<file path="src/rtl/mem_arbiter.sv">
// Arbitrates icache/dcache word requests onto a single-port RAM (dcache priority).
// Optional icache starvation guard enabled by defining MEM_ARB_STARVE_GUARD_EN.
module mem_arbiter #(
    parameter int STARVE_LIMIT = 4
) (
    input  logic        CLK,
    input  logic        nRST,
    input  logic        iREN,
    input  logic [31:0] iaddr,
    output logic        iwait,
    output logic [31:0] iload,
    input  logic        dREN,
    input  logic        dWEN,
    input  logic [31:0] daddr,
    input  logic [31:0] dstore,
    output logic        dwait,
    output logic [31:0] dload,
    output logic        ramREN,
    output logic        ramWEN,
    output logic [31:0] ramaddr,
    output logic [31:0] ramstore,
    input  logic [31:0] ramload,
    input  logic [1:0]  ramstate,
    output logic        busy,
    output logic        err
);

    typedef enum logic [1:0] {IDLE, DGRANT, IGRANT} state_t;

    localparam logic [1:0] RAM_ACCESS = 2'd2;
    localparam logic [1:0] RAM_ERROR  = 2'd3;

    generate
        if (STARVE_LIMIT < 1 || STARVE_LIMIT > 15) begin : g_bad_limit
            $error("mem_arbiter: STARVE_LIMIT must be within 1..15");
        end
    endgenerate

    state_t r_state;
    logic   r_err;
    logic   w_dreq;
    logic   w_access;
    logic   w_error;
    logic   w_force_i;

    assign w_dreq   = dREN | dWEN;
    assign w_access = (ramstate == RAM_ACCESS);
    assign w_error  = (ramstate == RAM_ERROR);

`ifdef MEM_ARB_STARVE_GUARD_EN
    localparam logic [3:0] LIMIT = 4'(STARVE_LIMIT);
    logic [3:0] r_starve_cnt;

    assign w_force_i = iREN && (r_starve_cnt >= LIMIT);

    // Counts dcache wins that left a pending icache request waiting.
    always_ff @(posedge CLK or negedge nRST) begin
        if (!nRST) begin
            r_starve_cnt <= 4'd0;
        end else if (r_state == IDLE) begin
            if (!iREN || w_force_i || !w_dreq)
                r_starve_cnt <= 4'd0;
            else
                r_starve_cnt <= r_starve_cnt + 4'd1;
        end
    end
`else
    assign w_force_i = 1'b0;
`endif

    always_ff @(posedge CLK or negedge nRST) begin
        if (!nRST) begin
            r_state <= IDLE;
            r_err   <= 1'b0;
        end else begin
            if (r_state != IDLE && w_error)
                r_err <= 1'b1;
            case (r_state)
                IDLE: begin
                    if (w_force_i)
                        r_state <= IGRANT;
                    else if (w_dreq)
                        r_state <= DGRANT;
                    else if (iREN)
                        r_state <= IGRANT;
                end
                DGRANT: begin
                    if (!w_dreq || w_access || w_error)
                        r_state <= IDLE;
                end
                IGRANT: begin
                    if (!iREN || w_access || w_error)
                        r_state <= IDLE;
                end
                default: r_state <= IDLE;
            endcase
        end
    end

    // Enables follow the live request so an abort drops them in the same cycle.
    always_comb begin
        iwait    = 1'b1;
        dwait    = 1'b1;
        iload    = 32'd0;
        dload    = 32'd0;
        ramREN   = 1'b0;
        ramWEN   = 1'b0;
        ramaddr  = 32'd0;
        ramstore = 32'd0;
        case (r_state)
            DGRANT: begin
                ramaddr  = daddr;
                ramstore = dstore;
                ramWEN   = dWEN;
                ramREN   = dREN & ~dWEN;
                dload    = ramload;
                dwait    = ~(w_dreq & w_access);
            end
            IGRANT: begin
                ramaddr  = iaddr;
                ramREN   = iREN;
                iload    = ramload;
                iwait    = ~(iREN & w_access);
            end
            default: ;
        endcase
    end

    assign busy = (r_state != IDLE);
    assign err  = r_err;

endmodule

</file>
<file path="config.mk">
export PLATFORM = sky130hd
export DESIGN_NAME = mem_arbiter
export DESIGN_NICKNAME = d
export VERILOG_FILES = /design/src/rtl/mem_arbiter.sv
export SDC_FILE = /design/constraint.sdc
export NUM_CORES = 1
export LEC_CHECK = 0
export CAP_MARGIN = 40
export CORE_AREA = 2 2 105 107
export DETAILED_ROUTE_END_ITERATION = 10
export DIE_AREA = 0 0 107 109
export PLACE_DENSITY = 0.64
export SLEW_MARGIN = 20
export SYNTH_ARGS = -nofsm -noshare
export SYNTH_HDL_FRONTEND = slang
export SYNTH_SLANG_ARGS = --single-unit
</file>
<file path="constraint.sdc">
create_clock -name CLK -period 1.6 [get_ports CLK]
set_clock_uncertainty 0.1 [all_clocks]
set_input_delay 0.32 -clock CLK [delete_from_list [all_inputs] [get_ports CLK]]
set_output_delay 0.32 -clock CLK [all_outputs]
set_load 0.01 [all_outputs]
</file>
==> run metrics, run 1 <==
setup repair after global routing missed its margin=yes; remaining antenna violation count=0; Vert. Die Dim=109 um; Yosys warnings=0; global-route wire length before repair=15.1 mm; Yosys cell types=28; post-synthesis instance area=1470 sq um; chain of cells forming the critical path=buf_6 > ha_4 > buf_16 > buf_4 > buf_12 > and2_4 > buf_6; io pins=269; area share of fa/ha/maj cells after synthesis=0.0256; top flip-flop cell by instance count after synthesis=dfrtp_1; Worst setup SP type=flip-flop; overall die area=11700 sq um; starting density of the core=0.138; proportion of synthesized area in mux cells=0; WL per Instance=16.5 um; longest individual stage delay on the worst path=380 ps; Levels on crit path=7; final total negative setup slack=-43040 ps; run status=finished with violations; number of cell instances on the worst register-to-register path=8; cell family with the largest share of critical-path delay=buffers and inverters; number of global-route vias before repair=2713; register bit count reported by yosys=3; relative slew slack=0.774; Starting DRT DRC Count=77; buffering stage count on the worst path with inverters included=5; violated checks=setup timing; max-slew violation count=0; WP data required=1180 ps; number of enable flip-flop cells after synthesis=0; later-pin clock latency in the skew report=220 ps; global routing usage summed across all routing layers=0.164; Slowest cell on crit path=dfrtp_1; clock tree from TritonCTS=built; final hold violations=0; upper clock frequency limit=0.495 GHz; worst min-delay path class=in2async; width of the die=107 um; count of maximum capacitance violations=0; core area=10600 sq um; setup slack at placement=-603 ps; number of rows in the core area=38; Synth Area per Inst=6.92 sq um; Via density=4.10; total congestion overflow after global routing=0; critical path data arrival time=1600 ps; combinational family with the most area after synthesis=simple AND/OR/NAND/NOR gates; CP dominant cell by count=buf_6; final setup slack of the worst path=-421 ps; clock root buffer master=clkbuf_8; reg-to-reg critical path startpoint=r_state[1]; first-pass iteration count of the detailed router=4; leakage=2.27 nW; largest voltage drop on the vdd net=0.691 mV; post-layout util=0.466; clock tree sinks=3; Max Buffers Root-to-Sink=2; total CTS buffers=3; placed wire-length estimate=7.40 mm; clock transition at the registers of the reported paths=30 ps; Final period util=1.26; pin count of the biggest net entering global routing=25; reg-to-reg setup timing slack=-50 ps; # H-tree levels=1; category of the most critical setup path=reg2out; post-synthesis compound-gate area fraction=0.217; number of antenna violations at the first check in global routing=0; final worst path period need=2020 ps; PD cells=1270 nW/um^2; startpoint of the worst setup timing path=r_state[0]; number of diodes=0; XOR/XNOR Fraction of Synth Area=0; fraction of layout cells with a size suffix above 1=0.531; Crit. End Element=primary output; Final setup viols=134; Syn Nets=350; Final Net Count=657; share of synthesized registers carrying an async set or reset=1.00; reg-to-reg critical path endpoint=r_state[0]; CTS Hold Buffers Added=0; layout-stage area growth over the synthesis result=237%; sequential share of the synthesized area=0.0512; worst-margin pin slew=334 ps; vias after detailed routing=2701; drt total wl=10.9 mm; synthesized instance count=212; input/output buffers=268; final RePlAce weighted congestion=0.788; Critical Path Fanout Max=6; Critical Path End=dload[26]; DRC violation count after routing=0; area share of and/or/nand/nor cells after synthesis=0.592; Total Power=0.00626 W
==> registers in the layout, indices dropped and copies added (netlist names) <==
signal	cells
r_state	2
err	1
==> placed cells by master, fill, tap and decap left out, drive strengths merged <==
master,n
a21o,1
a21oi,1
a22oi,32
a31o,1
a41oi,1
and2,98
buf,185
clkbuf,8
clkdlybuf4s50,135
dfrtp,3
ha,3
inv,3
nand2,2
nand2b,2
nand3,1
nand3b,1
nor2,1
nor2b,33
nor4bb,1
o21ai,4
o221a,1
o221ai,1
==> worst min path at each step <==
stage	from	endpoint	slack, ps	depth (start not counted)
final	nRST	err	190	1
after global routing	nRST	r_state[1]	190	1
after CTS	nRST	err	190	1
after detailed placement	err	err	360	1
after global placement	err	err	370	1
after floorplan	nRST	err	-80	0
==> per-layer routing <==
metal	global-route usage	vias to the layer above	wire length, um	share of wire
li1	-	1321	-	-
met1	0.205	1245	4390	0.40
met2	0.301	127	5750	0.53
met3	0.0251	8	676	0.062
met4	0.0250	0	66	0.0061
met5	0	-	0	0
==> worst register-to-register path, delay by kind of cell, from the launching register on <==
family          cells  cell delay (ps)
buf+inv             4              570
fa+ha+maj           1              190
flops               1              380
compound gates      2              230
simple gates        1               70
==> synthesized netlist by cell type, types with 2 or more instances <==
| library cell | n | area [sq um] |
|---|---|---|
| buf_4 | 4 | 30.0 |
| ha_1 | 3 | 37.5 |
| clkbuf_1 | 4 | 15.0 |
| dfrtp_1 | 3 | 75.1 |
| a22oi_1 | 32 | 240 |
| nor2b_1 | 33 | 206 |
| buf_6 | 5 | 56.3 |
| buf_2 | 7 | 35.0 |
| o21ai_2 | 2 | 17.5 |
| inv_1 | 3 | 11.3 |
| and2_1 | 98 | 613 |
| nand2b_1 | 2 | 12.5 |
==> cell type report <==
| cell class | instances | area [sq um] |
|---|---|---|
| Sequential cell | 3 | 75.1 |
| Inverter | 3 | 11.3 |
| Tap cell | 140 | 175 |
| Multi-Input combinational cell | 184 | 1570 |
| Fill cell | 1044 | 5670 |
| Clock buffer | 4 | 45.0 |
| Timing Repair Buffer | 324 | 3060 |
==> stage by stage <==
step	area, sq um	cells	hold WS (ps)
6_report	4940	658	186
5_1_grt	4940	658	191
4_1_cts	4610	650	185
3_5_place_dp	4410	623	363
3_3_place_gp	4410	623	366
2_1_floorplan	1470	212	-75.6
==> cells by family after synthesis <==
group,Yosys count
AO/OA/AOI/OAI,42
buffers and inverters,25
flip-flops,3
adder cells (fa/ha/maj),3
AND/OR/NAND/NOR,139
==> power by group <==
part | switching, W | internal, W | leakage [nW]
clock | 0.0000530 | 0.000170 | 0.0228
sequential | 0.0000132 | 0.0000942 | 0.0344
combinational | 0.00237 | 0.00355 | 2.22
==> what timing repair did <==
item | CTS | global route
pin swaps | 2 | 9
buffers inserted | 19 | 6
cloned | 5 | 4
gates resized for setup | 624 | 65
hold endpoints to repair | 0 | 0
setup endpoints to repair | 135 | 135
(Power assumes the default switching activity.)
==> run 2: changes to the inputs <==
--- a/config.mk
+++ b/config.mk
@@ -6,10 +6,12 @@
 export NUM_CORES = 1
 export LEC_CHECK = 0
 export CAP_MARGIN = 40
-export CORE_AREA = 2 2 105 107
+export CELL_PAD_IN_SITES_DETAIL_PLACEMENT = 1
+export CELL_PAD_IN_SITES_GLOBAL_PLACEMENT = 2
+export CORE_MARGIN = 2
+export CORE_UTILIZATION = 10
 export DETAILED_ROUTE_END_ITERATION = 10
-export DIE_AREA = 0 0 107 109
-export PLACE_DENSITY = 0.64
+export PLACE_DENSITY = 0.95
 export SLEW_MARGIN = 20
 export SYNTH_ARGS = -nofsm -noshare
 export SYNTH_HDL_FRONTEND = slang
==> run 2 against run 1 <==
Net effect: flip-flop and latch count unchanged; final cell count is 9.6% higher; sequential share of layout area fell by 0.24 points; global-route usage shrank 1.2 points; the run still ends with setup timing left.
==> run metrics, run 2 (synthesis gave the netlist of run 1 again) <==
reg-to-reg setup timing slack=-30 ps (+20 ps); # H-tree levels=1 (unchanged); input/output buffers=268 (unchanged); reg-to-reg critical path endpoint=r_state[1]; Final setup viols=133 (-0.75%); Worst setup SP type=flip-flop; WP data required=1180 ps (about the same); Critical Path End=ramaddr[11]; worst-margin pin slew=350 ps (+15.9 ps); number of cell instances on the worst register-to-register path=7 (-1); core area=14400 sq um (+36%); clock tree sinks=3 (unchanged); vias after detailed routing=2858 (+5.8%); layout-stage area growth over the synthesis result=300%; final worst path period need=2130 ps (+111 ps); Max Buffers Root-to-Sink=2 (unchanged); Final period util=1.33 (+0.0694); met1 GRT Util=0.171 (-0.0348); clock tree from TritonCTS=built; starting density of the core=0.102 (-0.0366); final setup slack of the worst path=-532 ps (-111 ps); DRC violation count after routing=0 (unchanged); first-pass iteration count of the detailed router=4 (unchanged); combinational fraction of design power=0.933 (-0.014); internal power=0.00505 W (+32%); routing layer with the top usage in global route=met2; final hold violations=0 (unchanged); WL per Instance=18.5 um (+12%); leakage=2.58 nW (+14%); category of the most critical setup path=reg2out; clock transition at the registers of the reported paths=30 ps (about the same); fraction of layout cells with a size suffix above 1=0.647 (+0.117); drt total wl=13.4 mm (+23%); global-route wire length before repair=18.7 mm (+24%); CP dominant cell by count=buf_6; pin count of the biggest net entering global routing=17 (-32%); run status=finished with violations; clock group share of total power=0.052 (+0.016); Total Power=0.00796 W (+27%); Starting DRT DRC Count=80 (+3.9%); most frequent standard cell in the layout excluding fill and tap cells=clkdlybuf4s50_1; post-layout util=0.406 (-0.0591); Biggest register=r_state; area of all placed cells without fillers=5860 sq um (+19%); Vert. Die Dim=125 um (+15%); max-slew violation count=0 (unchanged); max reg flops=2 (unchanged); chain of cells forming the critical path=inv_2 > ha_4 > buf_12 > buf_8 > buf_6 > buf_6 > a22oi_2 > nor2b_1 > buf_2; violated checks=setup timing; Levels on crit path=9 (+2); Final Instance Count excl. Fillers=721 (+9.6%); overall die area=15600 sq um (+34%); setup repair after global routing missed its margin=yes; Crit. End Element=primary output; number of antenna violations at the first check in global routing=1 (+1); remaining antenna violation count=0 (unchanged); count of maximum capacitance violations=0 (unchanged); total CTS buffers=3 (unchanged); relative slew slack=0.763 (-0.0107); reg-to-reg critical path startpoint=r_state[0]; number of cells in the design after placement=663 (+6.4%); later-pin clock latency in the skew report=230 ps (about the same); number of global-route vias before repair=3161 (+17%); critical path data arrival time=1710 ps (+110 ps); number of rows in the core area=44 (+16%); upper clock frequency limit=0.469 GHz (-5.2%); longest individual stage delay on the worst path=380 ps (about the same); Final Net Count=675 (+2.7%); met2 Track Usage GR=0.291 (-0.0106); worst min-delay path class=in2async; CTS Hold Buffers Added=0 (unchanged); total congestion overflow after global routing=0 (unchanged); worst hold margin=177 ps (-9.31 ps); switching power=0.00291 W (+19%); startpoint of the worst setup timing path=r_state[1]; io pins=269 (unchanged); leading cell types in the layout, fill and taps excluded=clkdlybuf4s50_1 (135), buf_6 (112), and2_4 (81); Critical Path Fanout Max=6 (unchanged); met3 Track Usage GR=0.0291 (+0.00399); final RePlAce weighted congestion=0.837 (+6.3%); share of power burned in registers=0.014 (-0.003); buffering stage count on the worst path with inverters included=6 (+1); PD cells=1360 nW/um^2 (+7.1%); Via density=3.96 (-3.4%); Net Sw Frac=0.365 (-0.0243); clock root buffer master=clkbuf_16; width of the die=125 um (+17%); Slowest cell on crit path=dfrtp_1; cell family with the largest share of critical-path delay=buffers and inverters; placed wire-length estimate=8.60 mm (+16%); largest voltage drop on the vdd net=0.804 mV (+16%); global routing usage summed across all routing layers=0.151 (-0.0124); Post-Place Cell Area=4460 sq um (+1.1%)
## run 2: changes by cell type in the layout (fill, tap and decap cells not counted), sizes merged
cell and change:
diode +1, clkdlybuf4s15 +2, bufbuf +1, buf +12, clkbuf +3
## run 2: area by class of cell
cell class | count | area, sq um
clock buffers | 4 | 78.8
fillers | 1632 | 8560
repair buffers | 342 | 3750
flip-flops and latches | 3 | 75.1
well taps | 184 | 230
multi-input cells | 184 | 1710
inverters | 3 | 11.3
diodes | 1 | 2.50
## run 2: how the worst min path moves through the flow
stage                     startpoint   to  slack (ps)  depth (start not counted)
after floorplan                 nRST  err         -80                          0
after global placement           err  err         370                          1
after detailed placement         err  err         380                          1
after global routing            nRST  err         190                          1
after CTS                       nRST  err         180                          1
final                           nRST  err         180                          1
## run 2: what timing repair did
| item | 4_1_cts | 5_1_grt |
|---|---|---|
| gates resized for setup | 662 | 154 |
| buffers inserted | 32 | 11 |
| pin swaps | 3 | 5 |
| setup endpoints to repair | 135 | 135 |
| cloned | 13 | 6 |
## run 2: metrics by stage
step / worst slack [ps] / TNS (ps)
after global routing: -573 / -55160
after global placement: -613 / -66080
after detailed placement: -675 / -74020
after floorplan: 16.8 / 0
after CTS: -499 / -48160
final: -532 / -49250
## run 2: routing by layer
metal  part of all wire  vias to the layer above
met5                  0                        -
met3              0.056                       16
met4              0.018                        0
li1                   -                     1359
met1               0.38                     1354
met2               0.54                      129
## run 2: power by group through the flow
| stage | clock, W | sequential, W | combinational, W |
|---|---|---|---|
| 2_1_floorplan | 0 | 0.000103 | 0.00192 |
| 3_3_place_gp | 0 | 0.000104 | 0.00432 |
| 3_5_place_dp | 0 | 0.000104 | 0.00443 |
| 4_1_cts | 0.000422 | 0.000113 | 0.00653 |
| 5_1_grt | 0.000427 | 0.000115 | 0.00786 |
| 6_report | 0.000415 | 0.000115 | 0.00743 |
